<file path="src/rtl/decoder2_4_arbiter.sv">
// Round-robin owner selection for a shared 2-to-4 decoder, with a bounded hold
// time under contention and a one-cycle break-before-make gap between owners.
module decoder2_4_arbiter #(
    parameter int unsigned MAX_HOLD = 16
) (
    input  logic       sys_clk,
    input  logic       sys_rst_n,
    input  logic [3:0] req,
    output logic       dec_in1,
    output logic       dec_in2,
    output logic       dec_en,
    output logic [3:0] gnt,
    output logic       busy
);

    typedef enum logic [1:0] {
        IDLE    = 2'd0,
        GRANT   = 2'd1,
        RELEASE = 2'd2
    } state_e;

    localparam logic [7:0] HOLD_LAST = 8'(MAX_HOLD - 1);

    state_e     state_q, state_d;
    logic [1:0] owner_q, owner_d;
    logic [1:0] last_owner_q, last_owner_d;
    logic [7:0] hold_cnt_q, hold_cnt_d;
    logic       dec_en_q, dec_en_d;
    logic [3:0] gnt_q, gnt_d;
    logic       busy_q, busy_d;
    logic       others_pending;
    logic       hold_expired;

    // First set request strictly after base, wrapping; base itself comes last.
    function automatic logic [1:0] rr_pick(input logic [1:0] base, input logic [3:0] r);
        logic [1:0] idx;
        logic [1:0] pick;
        logic       found;
        pick  = base;
        found = 1'b0;
        for (int i = 1; i <= 4; i++) begin
            idx = base + 2'(i);
            if (!found && r[idx]) begin
                pick  = idx;
                found = 1'b1;
            end
        end
        return pick;
    endfunction

    function automatic logic [3:0] decode(input logic [1:0] sel, input logic en);
        logic [3:0] y;
        y = 4'b0000;
        if (en) y[sel] = 1'b1;
        return y;
    endfunction

    assign others_pending = |(req & ~(4'b0001 << owner_q));
    assign hold_expired   = (hold_cnt_q == HOLD_LAST);

    // NOTE: every variable gets a default before the case so no path can infer a latch.
    always_comb begin
        state_d      = state_q;
        owner_d      = owner_q;
        last_owner_d = last_owner_q;
        hold_cnt_d   = hold_cnt_q;

        unique case (state_q)
            IDLE: begin
                hold_cnt_d = 8'd0;
                if (|req) begin
                    owner_d = rr_pick(last_owner_q, req);
                    state_d = GRANT;
                end
            end
            GRANT: begin
                if (!hold_expired) hold_cnt_d = hold_cnt_q + 8'd1;
                // A drop and a hold expiry on the same edge collapse into one release.
                if (!req[owner_q] || (hold_expired && others_pending)) begin
                    state_d = RELEASE;
                end
            end
            RELEASE: begin
                last_owner_d = owner_q;
                hold_cnt_d   = 8'd0;
                if (|req) begin
                    owner_d = rr_pick(owner_q, req);
                    state_d = GRANT;
                end else begin
                    state_d = IDLE;
                end
            end
            default: begin
                state_d    = IDLE;
                hold_cnt_d = 8'd0;
            end
        endcase

        dec_en_d = (state_d == GRANT);
        gnt_d    = decode(owner_d, dec_en_d);
        busy_d   = (state_d != IDLE);
    end

    // NOTE: sequential state uses non-blocking assignments so all flops update together.
    always_ff @(posedge sys_clk or negedge sys_rst_n) begin
        if (!sys_rst_n) begin
            state_q      <= IDLE;
            owner_q      <= 2'd0;
            last_owner_q <= 2'd3;
            hold_cnt_q   <= 8'd0;
            dec_en_q     <= 1'b0;
            gnt_q        <= 4'b0000;
            busy_q       <= 1'b0;
        end else begin
            state_q      <= state_d;
            owner_q      <= owner_d;
            last_owner_q <= last_owner_d;
            hold_cnt_q   <= hold_cnt_d;
            dec_en_q     <= dec_en_d;
            gnt_q        <= gnt_d;
            busy_q       <= busy_d;
        end
    end

    assign dec_in1 = owner_q[1];
    assign dec_in2 = owner_q[0];
    assign dec_en  = dec_en_q;
    assign gnt     = gnt_q;
    assign busy    = busy_q;

    a_gnt_onehot0 : assert property (@(posedge sys_clk) disable iff (!sys_rst_n)
        $onehot0(gnt_q));

    a_gnt_matches_decoder : assert property (@(posedge sys_clk) disable iff (!sys_rst_n)
        gnt_q == decode(owner_q, dec_en_q));

    a_break_before_make : assert property (@(posedge sys_clk) disable iff (!sys_rst_n)
        ((gnt_q != 4'b0000) && ($past(gnt_q) != 4'b0000)) |-> (gnt_q == $past(gnt_q)));

    a_hold_bounded : assert property (@(posedge sys_clk) disable iff (!sys_rst_n)
        hold_cnt_q <= HOLD_LAST);

endmodule
</file>
<file path="config.mk">
export PLATFORM = sky130hd
export DESIGN_NAME = decoder2_4_arbiter
export DESIGN_NICKNAME = d
export VERILOG_FILES = /design/src/rtl/decoder2_4_arbiter.sv
export SDC_FILE = /design/constraint.sdc
export NUM_CORES = 1
export LEC_CHECK = 0
export BUFFER_PORTS_ARGS = -buffer_cell sky130_fd_sc_hd__buf_4
export CAP_MARGIN = 30
export CORE_ASPECT_RATIO = 1.5
export CORE_UTILIZATION = 35
export DETAILED_ROUTE_END_ITERATION = 6
export PLACE_DENSITY_LB_ADDON = 0.08
export SLEW_MARGIN = 20
export SYNTH_ARGS = -nofsm -noshare
export SYNTH_HDL_FRONTEND = slang
export SYNTH_SLANG_ARGS = --single-unit
export TNS_END_PERCENT = 100
</file>
<file path="constraint.sdc">
create_clock -name sys_clk -period 4.8 [get_ports sys_clk]
set_input_delay 0.24 -clock sys_clk [delete_from_list [all_inputs] [get_ports sys_clk]]
set_output_delay 0.24 -clock sys_clk [all_outputs]
set_load 0.05 [all_outputs]
</file>
==> results_tabular.tex, run 1 <==
\begin{tabular}{lr}
\hline
Metric & Value \\
\hline
\multicolumn{2}{l}{\textbf{Status}} \\
\quad Run status & completed \\
\multicolumn{2}{l}{\textbf{Finish}} \\
\quad Filler cell count in the final layout & about 390 \\
\quad Ratio of cells with drive above 1 in the final layout & 23.84\% \\
\quad Post-synthesis to final-layout area growth & 11.49\% \\
\quad Antenna cells & 0 \\
\quad Net count of the finished layout & 163 \\
\multicolumn{2}{l}{\textbf{Die}} \\
\quad Core Region & 3716 µm² \\
\quad Placement row count & 27 \\
\quad I/O pin count & 14 \\
\quad Y dimension of the die & 78.98 µm \\
\quad Starting utilization of the core area & 37.21\% \\
\quad Area of the die & approximately 4200 µm² \\
\quad Chip Width & 53.32 µm \\
\multicolumn{2}{l}{\textbf{Hold path}} \\
\quad Hold crit path type & input pin to async pin \\
\multicolumn{2}{l}{\textbf{GRT}} \\
\quad Total congestion overflow & 0 \\
\quad First-pass GRT wire length & between 5000 and 6000 µm \\
\quad Combined global-route utilization of all metal layers & $\sim$17\% \\
\quad Via count of the first global-routing pass & approximately 1100 \\
\quad Number of antenna violations at the first check in global routing & 0 \\
\quad Largest net degree at the start of global routing & 21 \\
\multicolumn{2}{l}{\textbf{Pwr}} \\
\quad Leakage & approximately 0.67 nW \\
\quad VDD IR-drop max & 0.0004287 V \\
\quad PwrDens & 663.4 nW/µm² \\
\multicolumn{2}{l}{\textbf{Yosys}} \\
\quad Post-synthesis share of cell area spent on xor and xnor gates & 2.534\% \\
\quad Yosys warning total & 0 \\
\quad Number of synthesized register bits & 20 \\
\quad Avg Cell Area, Syn & just under 10 µm² \\
\quad Share of the synthesized area in compound gates (AO/OA/AOI/OAI) & 19.46\% \\
\quad Synthesized-area fraction occupied by and/or/nand/nor cells & between 20 and 25\% \\
\quad Register area share after synthesis & 36.38\% \\
\quad Adder-cell area share of the yosys netlist & 4.525\% \\
\quad Area of the mapped netlist & 1383 µm² \\
\quad Leading area contributor after synthesis & sky130\_fd\_sc\_hd\_\_dfrtp\_1 \\
\quad Share of flip-flops with an asynchronous set or reset & 100.0\% \\
\quad Post-synth cell types & between 50 and 60 \\
\quad Largest cells by area after synthesis & sky130\_fd\_sc\_hd\_\_dfrtp\_1 (33\%), sky130\_fd\_sc\_hd\_\_ha\_1 (4.5\%), sky130\_fd\_sc\_hd\_\_dfstp\_2 (3.8\%), sky130\_fd\_sc\_hd\_\_mux4\_2 (3.3\%), sky130\_fd\_sc\_hd\_\_nor2\_1 (3.3\%) \\
\quad Synth top area share & 32.58\% \\
\quad Post-synth EDFFs & 0 \\
\quad Number of instances in the synthesized netlist & 141 \\
\quad Most used DFF post-synth & sky130\_fd\_sc\_hd\_\_dfrtp\_1 \\
\quad Proportion of synthesized area in mux cells & 7.783\% \\
\quad Synthesized netlist net count & 152 \\
\quad Largest family of logic cells by synthesized area & simple AND/OR/NAND/NOR gates \\
\multicolumn{2}{l}{\textbf{Drt}} \\
\quad Vias & 1120 \\
\quad Vias per cell & just under 6 \\
\quad DRC & 0 \\
\quad Antenna-violating nets left & 0 \\
\quad Overall routed net length & 3133 µm \\
\quad Starting DRC count in detailed routing & 57 \\
\quad Final routed wire length divided by cell count & 16.15 µm \\
\quad First-pass DRT Iterations & 4 \\
\multicolumn{2}{l}{\textbf{STA}} \\
\quad Clock skew after layout & $\sim$3.5 ps \\
\quad Share of the cycle needed by the critical path after routing & 57.44\% \\
\quad Transition time at the pin with the least slew margin & 601.9 ps \\
\quad Number of pins exceeding their max-slew limit in the final report & 0 \\
\quad Final min period & 2757 ps \\
\quad Hold Slack & around 400 ps \\
\quad Setup violations, final & 0 \\
\quad Remaining max-slew budget at the tightest pin & 58.84\% \\
\quad Total negative slack for setup checks & 0 ps \\
\quad Endpoints failing hold & 0 \\
\quad RSZ-0062 raised after global routing & false \\
\quad Maximum clock frequency & 362.7 MHz \\
\multicolumn{2}{l}{\textbf{Worst setup path}} \\
\quad Setup CP Type & flop to flop \\
\quad Category of the worst setup path launch point & flop \\
\quad CP arrival & 2930 ps \\
\quad Critical path peak fanout & 17 \\
\quad Endpoint type of the worst setup path & flop \\
\quad Required @ worst endpoint & 4970 ps \\
\multicolumn{2}{l}{\textbf{CTS}} \\
\quad H-tree levels & 1 \\
\quad Buffer type at the clock tree root & sky130\_fd\_sc\_hd\_\_clkbuf\_8 \\
\quad CTS-repair resized insts & 0 \\
\quad Clock tree from TritonCTS & done \\
\quad Number of clock sinks & 20 \\
\quad Buffer depth of the longest clock path & 2 \\
\quad Clk pin slew, worst setup/hold paths & 80 ps \\
\quad Clock buffers created by TritonCTS & 3 \\
\quad Clock network latency to the later pin of the worst-skew pair & 260 ps \\
\multicolumn{2}{l}{\textbf{Place}} \\
\quad Buffers added on ports & 13 \\
\quad Final RePlAce weighted congestion & 0.7953 \\
\quad Detail Placement HPWL & 2290 µm \\
\multicolumn{2}{l}{\textbf{Run}} \\
\quad \# Max-Cap Violations & 0 \\
\hline
\end{tabular}
per-layer routing:
| metal | global-route usage [%] | vias to the layer above | wire (µm) |
|---|---|---|---|
| met2 | 29.75 | 17 | 1691 |
| met3 | 1.149 | 4 | 54 |
| met4 | 7.895 | 0 | 57 |
| met5 | 0 | - | 0 |
| li1 | - | 540 | - |
| met1 | 20.55 | 559 | 1330 |
logic make-up after synthesis:
group / Yosys count
fa+ha+maj: 5
simple gates: 53
flops: 20
mux: 8
compound gates: 35
buf+inv: 16
xor+xnor: 4
where the power goes:
group          internal (mW)  switching, mW
logic                  0.211          0.335
clock network          0.111         0.0580
registers              0.229         0.0787
cell usage in the layout (no fill, tap or decap), types with 4 or more instances in the layout:
master / n
sky130_fd_sc_hd__ha_1: 5
sky130_fd_sc_hd__dfrtp_1: 18
sky130_fd_sc_hd__nand2b_1: 5
sky130_fd_sc_hd__buf_4: 13
sky130_fd_sc_hd__nor3_1: 5
sky130_fd_sc_hd__inv_1: 8
sky130_fd_sc_hd__nand3_1: 6
sky130_fd_sc_hd__mux2i_1: 4
sky130_fd_sc_hd__o21ai_0: 5
sky130_fd_sc_hd__nor2b_1: 4
sky130_fd_sc_hd__nor2_1: 12
sky130_fd_sc_hd__a21oi_1: 4
sky130_fd_sc_hd__nand2_1: 7
synth_stat cells (2+ instances only):
| master | instances |
|---|---|
| sky130_fd_sc_hd__xor2_1 | 3 |
| sky130_fd_sc_hd__a31oi_1 | 3 |
| sky130_fd_sc_hd__nand2b_1 | 5 |
| sky130_fd_sc_hd__inv_1 | 8 |
| sky130_fd_sc_hd__dfrtp_1 | 18 |
| sky130_fd_sc_hd__or2_2 | 2 |
| sky130_fd_sc_hd__mux2_2 | 2 |
| sky130_fd_sc_hd__o21ai_0 | 5 |
| sky130_fd_sc_hd__nor3_1 | 5 |
| sky130_fd_sc_hd__buf_4 | 2 |
| sky130_fd_sc_hd__nor2_1 | 12 |
| sky130_fd_sc_hd__nand2_1 | 7 |
| sky130_fd_sc_hd__mux2i_1 | 4 |
| sky130_fd_sc_hd__o211ai_1 | 2 |
| sky130_fd_sc_hd__a21oi_1 | 4 |
| sky130_fd_sc_hd__a211o_1 | 2 |
| sky130_fd_sc_hd__a21oi_2 | 2 |
| sky130_fd_sc_hd__nand3_1 | 6 |
| sky130_fd_sc_hd__nor2b_1 | 4 |
| sky130_fd_sc_hd__clkbuf_8 | 2 |
| sky130_fd_sc_hd__nand4_1 | 2 |
| sky130_fd_sc_hd__dfstp_2 | 2 |
| sky130_fd_sc_hd__a311oi_1 | 2 |
| sky130_fd_sc_hd__ha_1 | 5 |
| sky130_fd_sc_hd__buf_6 | 2 |
| sky130_fd_sc_hd__mux4_2 | 2 |
| sky130_fd_sc_hd__nor4_2 | 3 |
sequential cells by signal, summed over array words and instances, names as in the netlist:
signal / cells
hold_cnt_q: 8
owner_q: 2
busy: 1
gnt: 4
last_owner_q: 2
state_q: 2
dec_en: 1
repair_timing:
item / in CTS / in global routing
endpoints found under the hold margin: 18 / 0
hold buffers: 1 / 0
buffers inserted: 0 / 0
critical path: stages (launching register included):
cell and delay, ps:
sky130_fd_sc_hd__dfrtp_1 730, sky130_fd_sc_hd__inv_1 240, sky130_fd_sc_hd__ha_1 460, sky130_fd_sc_hd__or2b_2 340
sky130_fd_sc_hd__a211o_1 300, sky130_fd_sc_hd__o2111ai_1 120, sky130_fd_sc_hd__a41oi_1 190, sky130_fd_sc_hd__nor4_2 290
path summary, 6_finish.rpt:
path / from / endpoint / slack (ps) / depth (start not counted)
worst max register to register: owner_q[0] / gnt[0] / 2040 / 7
worst max-delay path: owner_q[0] / gnt[0] / 2040 / 7
worst min-delay path: sys_rst_n / hold_cnt_q[5] / 390 / 2
worst min register to register: last_owner_q[0] / last_owner_q[0] / 560 / 2
max in group asynchronous: sys_rst_n / last_owner_q[0] / 4140 / 2
min in group sys_clk: req[0] / busy / 430 / 3
through the flow:
| stage | util, % | instance area, µm² | setup WS, ps | total power, mW | std cells |
|---|---|---|---|---|---|
| CTS | 41.48 | 1541 | 2054 | 1.032 | 194 |
| global placement | 39.29 | 1460 | 2203 | 0.8553 | 189 |
| floorplan | - | 1383 | 2065 | 0.7426 | 141 |
| global route | 41.48 | 1541 | 1890 | 1.102 | 194 |
| detailed placement | 39.29 | 1460 | 2082 | 0.8588 | 189 |
| finish | 41.48 | 1541 | 2043 | 1.023 | 194 |
cell type report:
class	instances	area, µm²	share of cell area [%]
clock buffers	3	41.29	2.679
clock inverters	1	30.03	1.948
inverters	8	30.03	1.948
multi-input cells	105	775.7	50.32
flip-flops and latches	20	503.0	32.63
well taps	43	53.80	3.490
repair buffers	14	107.6	6.980
Note: power is estimated with default switching activity, not from simulation.
==> run 2, diff against run 1 <==
==> constraint.sdc (replaced) <==
create_clock -name sys_clk -period 2.7 [get_ports sys_clk]
set_input_delay 0.135 -clock sys_clk [delete_from_list [all_inputs] [get_ports sys_clk]]
set_output_delay 0.135 -clock sys_clk [all_outputs]
set_load 0.05 [all_outputs]
==> run 2 against run 1 <==
  * Via count increased by 0.54%
  * First-iteration DRC count decreased by 70%
  * Final area is 0.57% higher
  * Utilization grew 0.24 points
  * Register-to-register slack got worse by 1500 ps
  * Cell count is 1.5% higher
  * Wire length is 0.64% lower
  * Total power rose by 74%
==> results_tabular.tex, run 2 (synthesized netlist as in run 1, its figures left out) <==
\begin{tabular}{lr}
\hline
Metric & Value \\
\hline
\multicolumn{2}{l}{\textbf{GRT}} \\
\quad First-pass GRT wire length & 5319 µm (+0.78\%) \\
\quad Total congestion overflow & 0 (unchanged) \\
\quad Number of antenna violations at the first check in global routing & 0 (unchanged) \\
\quad Largest net degree at the start of global routing & 21 (unchanged) \\
\quad Combined global-route utilization of all metal layers & 17.13\% (unchanged) \\
\quad Via count of the first global-routing pass & 1102 (+2.2\%) \\
\multicolumn{2}{l}{\textbf{Worst setup path}} \\
\quad Crit path max-delay family & compound AO/OA/AOI/OAI gates \\
\quad Cell-by-cell trace of the critical path & buf\_4 -> mux4\_2 -> a21oi\_2 -> o211ai\_1 -> a211o\_1 -> nor4\_2 \\
\quad CP arrival & 2300 ps (-630 ps) \\
\quad Worst path buffer plus inverter count & 1 (unchanged) \\
\quad Required @ worst endpoint & 2860 ps (-2110 ps) \\
\quad Endpoint type of the worst setup path & flop \\
\quad Category of the worst setup path launch point & flop \\
\quad Setup CP Type & flop to flop \\
\quad Crit-path max cell delay & 570 ps (-160 ps) \\
\quad Critical path peak fanout & 16 (-1) \\
\quad Critical-path cell with the highest stage delay & sky130\_fd\_sc\_hd\_\_mux4\_2 \\
\multicolumn{2}{l}{\textbf{Die}} \\
\quad Starting utilization of the core area & 37.21\% (unchanged) \\
\quad I/O pin count & 14 (unchanged) \\
\quad Placement row count & 27 (unchanged) \\
\quad Chip Width & 53.32 µm (unchanged) \\
\quad Area of the die & 4211 µm² (unchanged) \\
\quad Core Region & 3716 µm² (unchanged) \\
\quad Y dimension of the die & 78.98 µm (unchanged) \\
\multicolumn{2}{l}{\textbf{Status}} \\
\quad Run status & completed \\
\multicolumn{2}{l}{\textbf{Finish}} \\
\quad Number of flip-flops under the largest register name & 8 (unchanged) \\
\quad Net count of the finished layout & 166 (+1.8\%) \\
\quad Leading cell types in the layout, fill and taps excluded & sky130\_fd\_sc\_hd\_\_dfrtp\_1 (16), sky130\_fd\_sc\_hd\_\_buf\_4 (16), sky130\_fd\_sc\_hd\_\_nor2\_1 (12) \\
\quad Post-synthesis to final-layout area growth & 12.13\% \\
\quad Largest reg by FF count & hold\_cnt\_q \\
\quad Final cell count without fillers & 197 (+1.5\%) \\
\quad Ratio of cells with drive above 1 in the final layout & 26.62\% (+2.8 points) \\
\quad End-of-flow core utilization & 41.72\% (+0.24 points) \\
\quad Antenna cells & 0 (unchanged) \\
\quad Filler cell count in the final layout & 391 (+1.6\%) \\
\multicolumn{2}{l}{\textbf{CTS}} \\
\quad Buffer type at the clock tree root & sky130\_fd\_sc\_hd\_\_clkbuf\_8 \\
\quad Clock network latency to the later pin of the worst-skew pair & 250 ps (about the same) \\
\quad Clock buffers created by TritonCTS & 3 (unchanged) \\
\quad Clock tree from TritonCTS & done \\
\quad Number of clock sinks & 20 (unchanged) \\
\quad Clk pin slew, worst setup/hold paths & 70 ps (about the same) \\
\quad Number of post-CTS setup repair buffers & 0 (unchanged) \\
\quad H-tree levels & 1 (unchanged) \\
\quad Buffer depth of the longest clock path & 2 (unchanged) \\
\multicolumn{2}{l}{\textbf{Place}} \\
\quad Buffers added on ports & 13 (unchanged) \\
\quad Post-placement cell count & 192 (+1.6\%) \\
\quad Final RePlAce weighted congestion & 0.7920 (-0.41\%) \\
\quad Dpl ws & 555.8 ps (-1526 ps) \\
\quad Detail Placement HPWL & 2267 µm (-1.0\%) \\
\multicolumn{2}{l}{\textbf{STA}} \\
\quad Number of pins exceeding their max-slew limit in the final report & 0 (unchanged) \\
\quad Final min period & 2146 ps (-610.9 ps) \\
\quad Endpoints failing hold & 0 (unchanged) \\
\quad Transition time at the pin with the least slew margin & 539.4 ps (-62.52 ps) \\
\quad Maximum clock frequency & 466.0 MHz (+28\%) \\
\quad Setup violations, final & 0 (unchanged) \\
\quad Share of the cycle needed by the critical path after routing & 79.48\% (+22 points) \\
\quad Remaining max-slew budget at the tightest pin & 63.11\% (+4.3 points) \\
\quad Clock skew after layout & 2.113 ps (-1.357 ps) \\
\quad RSZ-0062 raised after global routing & false \\
\quad Total negative slack for setup checks & 0 ps (unchanged) \\
\quad Post-route worst setup slack & 554.0 ps (-1489 ps) \\
\multicolumn{2}{l}{\textbf{Pwr}} \\
\quad Total power consumption of the routed design & 1.780 mW (+74\%) \\
\quad Leakage & 0.6731 nW (+0.81\%) \\
\quad VDD IR-drop max & 0.0006512 V (+52\%) \\
\quad PwrDens & 1148 nW/µm² (+73\%) \\
\multicolumn{2}{l}{\textbf{Drt}} \\
\quad DRC & 0 (unchanged) \\
\quad Vias & 1126 (+0.54\%) \\
\quad First-pass DRT Iterations & 4 (unchanged) \\
\quad Overall routed net length & 3113 µm (-0.64\%) \\
\quad Antenna-violating nets left & 0 (unchanged) \\
\quad Starting DRC count in detailed routing & 17 (-70\%) \\
\quad Final routed wire length divided by cell count & 15.80 µm (-2.2\%) \\
\quad Vias per cell & 5.716 (-1.0\%) \\
\multicolumn{2}{l}{\textbf{Hold path}} \\
\quad Hold crit path type & input pin to async pin \\
\multicolumn{2}{l}{\textbf{Run}} \\
\quad \# Max-Cap Violations & 0 (unchanged) \\
\hline
\end{tabular}
run 2: layout make-up:
class | instances | area (µm²) | area share [%]
repair buffers | 17 | 130.1 | 8.394
inverters | 8 | 30.03 | 1.937
flip-flops and latches | 20 | 505.5 | 32.61
well taps | 43 | 53.80 | 3.471
multi-input cells | 105 | 775.7 | 50.04
clock buffers | 4 | 55.05 | 3.551
run 2: what timing repair did:
action	in CTS	in global routing
gates resized for setup	0	0
hold buffers	1	0
endpoints found under the hold margin	18	0
run 2: where the power goes:
part | total (mW) | switching, mW | leakage [nW] | internal [mW]
clock | 0.222 | 0.0924 | 0.0288 | 0.130
combinational | 1.07 | 0.666 | 0.392 | 0.403
sequential | 0.489 | 0.0781 | 0.252 | 0.411
total | 1.78 | 0.837 | 0.673 | 0.944
run 2: routing by layer:
layer | up-vias | routed length, µm | track usage [%] | share of wire (%)
li1 | 546 | - | - | -
met1 | 554 | 1342 | 20.67 | 43
met2 | 22 | 1644 | 29.13 | 53
met3 | 4 | 66 | 1.724 | 2.1
met4 | 0 | 60 | 8.158 | 1.9
met5 | - | 0 | 0 | 0
run 2: final timing paths:
check                                      from              end  slack, ps  cells past startpoint
worst max-delay path                 owner_q[0]           gnt[0]        550                      6
worst min-delay path                  sys_rst_n    hold_cnt_q[0]        290                      2
worst max register to register       owner_q[0]           gnt[0]        550                      6
worst min register to register  last_owner_q[1]  last_owner_q[1]        520                      2
max in group asynchronous             sys_rst_n  last_owner_q[0]       2140                      2
min in group sys_clk                     req[0]             busy        330                      3
run 2: per-stage QoR:
step	hold slack (ps)	instance area, µm²
2_1_floorplan	-160.6	1385
3_3_place_gp	25.27	1485
3_5_place_dp	30.30	1485
4_1_cts	301.0	1550
5_1_grt	313.7	1550
6_report	293.1	1550
==> run 3, diff against run 2 <==
==> constraint.sdc (replaced) <==
create_clock -name sys_clk -period 2.1 [get_ports sys_clk]
set_input_delay 0.105 -clock sys_clk [delete_from_list [all_inputs] [get_ports sys_clk]]
set_output_delay 0.105 -clock sys_clk [all_outputs]
set_load 0.05 [all_outputs]
==> run 3 against run 2 <==
  * Critical path depth did not move
  * Total power increased by 47%
  * Critical path type unchanged
  * Critical endpoint is now gnt[3]
  * Combinational power up 47%
  * Sequential share of layout area down 2.7 points
  * Via count is 3.5% higher
  * Sequential power up 36%
==> results_tabular.tex, run 3 (synthesized netlist as in run 1, its figures left out) <==
\begin{tabular}{lr}
\hline
Metric & Value \\
\hline
\multicolumn{2}{l}{\textbf{Pwr}} \\
\quad Leakage & 0.7200 nW (+7.0\%) \\
\quad VDD IR-drop max & 0.0007510 V (+15\%) \\
\quad Total power consumption of the routed design & 2.616 mW (+47\%) \\
\quad PwrDens & 1550 nW/µm² (+35\%) \\
\multicolumn{2}{l}{\textbf{Finish}} \\
\quad Post-synthesis to final-layout area growth & 22.08\% \\
\quad End-of-flow core utilization & 45.42\% (+3.7 points) \\
\quad Largest reg by FF count & hold\_cnt\_q \\
\quad Leading cell types in the layout, fill and taps excluded & sky130\_fd\_sc\_hd\_\_buf\_4 (22), sky130\_fd\_sc\_hd\_\_dfrtp\_1 (16), sky130\_fd\_sc\_hd\_\_nor2\_1 (12) \\
\quad Number of flip-flops under the largest register name & 8 (unchanged) \\
\quad Ratio of cells with drive above 1 in the final layout & 34.78\% (+8.2 points) \\
\quad Most common cell after layout, fill and taps aside & sky130\_fd\_sc\_hd\_\_buf\_4 \\
\quad Antenna cells & 0 (unchanged) \\
\quad Post-route cell area & 1688 µm² (+8.9\%) \\
\quad Net count of the finished layout & 173 (+4.2\%) \\
\multicolumn{2}{l}{\textbf{CTS}} \\
\quad H-tree levels & 1 (unchanged) \\
\quad Buffer type at the clock tree root & sky130\_fd\_sc\_hd\_\_clkbuf\_8 \\
\quad Clock tree from TritonCTS & done \\
\quad Clk pin slew, worst setup/hold paths & 70 ps (about the same) \\
\quad Buffer depth of the longest clock path & 2 (unchanged) \\
\quad Clock buffers created by TritonCTS & 3 (unchanged) \\
\quad Clock network latency to the later pin of the worst-skew pair & 250 ps (about the same) \\
\quad Number of clock sinks & 20 (unchanged) \\
\multicolumn{2}{l}{\textbf{Worst setup path}} \\
\quad Minimum setup slack among reg-to-reg paths & 70 ps (-490 ps) \\
\quad Critical register-to-register path startpoint & owner\_q[0] \\
\quad Critical path peak fanout & 7 (-9) \\
\quad Category of the worst setup path launch point & flop \\
\quad CP arrival & 2230 ps (-70 ps) \\
\quad Cell-by-cell trace of the critical path & buf\_4 -> or4b\_2 -> o221ai\_1 -> a32oi\_2 -> inv\_2 -> o211a\_1 \\
\quad R2R cell count & 6 (unchanged) \\
\quad Setup CP Type & flop to flop \\
\quad Endpoint type of the worst setup path & flop \\
\quad Launching instance or port of the critical path & owner\_q[0] \\
\quad Required @ worst endpoint & 2300 ps (-560 ps) \\
\quad Crit-path max cell delay & 600 ps (+30 ps) \\
\quad Reg2Reg Capture Point & gnt[3] \\
\quad Critical-path cell with the highest stage delay & sky130\_fd\_sc\_hd\_\_or4b\_2 \\
\multicolumn{2}{l}{\textbf{Die}} \\
\quad Placement row count & 27 (unchanged) \\
\quad Area of the die & 4211 µm² (unchanged) \\
\quad Y dimension of the die & 78.98 µm (unchanged) \\
\quad I/O pin count & 14 (unchanged) \\
\quad Starting utilization of the core area & 37.21\% (unchanged) \\
\quad Core Region & 3716 µm² (unchanged) \\
\quad Chip Width & 53.32 µm (unchanged) \\
\multicolumn{2}{l}{\textbf{GRT}} \\
\quad First-pass GRT wire length & 5250 µm (-1.3\%) \\
\quad Total congestion overflow & 0 (unchanged) \\
\quad Largest net degree at the start of global routing & 21 (unchanged) \\
\quad Combined global-route utilization of all metal layers & 17.23\% (+0.10 points) \\
\quad Via count of the first global-routing pass & 1102 (unchanged) \\
\quad Number of antenna violations at the first check in global routing & 0 (unchanged) \\
\multicolumn{2}{l}{\textbf{Place}} \\
\quad Buffers added on ports & 13 (unchanged) \\
\quad Post-detailed-placement cell area & 1562 µm² (+5.1\%) \\
\quad Final RePlAce weighted congestion & 0.7801 (-1.5\%) \\
\quad Detail Placement HPWL & 2387 µm (+5.3\%) \\
\multicolumn{2}{l}{\textbf{STA}} \\
\quad Final min period & 2034 ps (-112.0 ps) \\
\quad RSZ-0062 raised after global routing & true \\
\quad Maximum clock frequency & 491.7 MHz (+5.5\%) \\
\quad Total negative slack for setup checks & 0 ps (unchanged) \\
\quad Endpoints failing hold & 0 (unchanged) \\
\quad Remaining max-slew budget at the tightest pin & 64.47\% (+1.4 points) \\
\quad Transition time at the pin with the least slew margin & 528.6 ps (-10.79 ps) \\
\quad Share of the cycle needed by the critical path after routing & 96.86\% (+17 points) \\
\quad Number of pins exceeding their max-slew limit in the final report & 0 (unchanged) \\
\quad Clock skew after layout & 2.448 ps (+0.3346 ps) \\
\quad Setup violations, final & 0 (unchanged) \\
\multicolumn{2}{l}{\textbf{Drt}} \\
\quad Vias & 1165 (+3.5\%) \\
\quad First-pass DRT Iterations & 6 (+2) \\
\quad Starting DRC count in detailed routing & 20 (+3) \\
\quad Detailed route wirelength on metal3 & 75 µm (+14\%) \\
\quad Top sig layer & met4 \\
\quad Overall routed net length & 3192 µm (+2.5\%) \\
\quad M1 wire length & 1275 µm (-5.0\%) \\
\quad Final routed wire length divided by cell count & 15.65 µm (-0.98\%) \\
\quad Antenna-violating nets left & 0 (unchanged) \\
\quad DRC & 0 (unchanged) \\
\quad Vias per cell & 5.711 (about the same) \\
\quad Met2 wire len & 1720 µm (+4.6\%) \\
\multicolumn{2}{l}{\textbf{Hold path}} \\
\quad Hold crit path type & input pin to async pin \\
\multicolumn{2}{l}{\textbf{Status}} \\
\quad Run status & completed \\
\multicolumn{2}{l}{\textbf{Run}} \\
\quad \# Max-Cap Violations & 0 (unchanged) \\
\hline
\end{tabular}
[run 3: routing by layer]
| layer | vias to the layer above | GRT usage [%] |
|---|---|---|
| li1 | 563 | - |
| met1 | 560 | 19.33 |
| met2 | 32 | 30.38 |
| met3 | 10 | 1.341 |
| met4 | 0 | 9.737 |
| met5 | - | 0 |
[run 3: worst max-delay path: cells and delay by family, from the launching register on]
kind / cells / cell delay (ps)
flops: 1 / 490
simple gates: 1 / 600
compound gates: 3 / 610
buf+inv: 2 / 280
[run 3: timing repair]
action	4_1_cts	5_1_grt
resized for setup	0	5
buffers inserted	0	3
hold buffers	1	0
endpoints found under the hold margin	20	0
setup endpoints to repair	0	4
[run 3: through the flow]
| step | setup WS (ps) | hold WS, ps | cells |
|---|---|---|---|
| 6_report | 66.04 | 259.2 | 204 |
| 5_1_grt | -15.87 | 275.0 | 204 |
| 4_1_cts | 32.89 | 271.7 | 201 |
| 3_5_place_dp | 49.71 | 2.262 | 196 |
| 3_3_place_gp | 103.8 | -0.8324 | 196 |
| 2_1_floorplan | -134.7 | -190.6 | 141 |
[run 3: final cells by class]
type	instances	area, µm²
clock buffers	3	41.29
clock inverters	1	30.03
fillers	376	2028
inverters	8	35.03
multi-input cells	105	827.0
flip-flops and latches	20	505.5
well taps	43	53.80
repair buffers	24	195.2
[run 3: how the worst max path moves through the flow]
| stage | endpoint | slack (ps) | cells past startpoint |
|---|---|---|---|
| floorplan | gnt[3] | -130 | 9 |
| global placement | gnt[1] | 100 | 5 |
| global route | gnt[0] | -20 | 9 |
| detailed placement | gnt[0] | 50 | 5 |
| finish | gnt[3] | 70 | 6 |
| CTS | gnt[0] | 30 | 5 |
[run 3: report_power, final]
part	switching, mW	internal (mW)
Combinational	0.903	0.667
Sequential	0.138	0.528
Clock	0.125	0.254
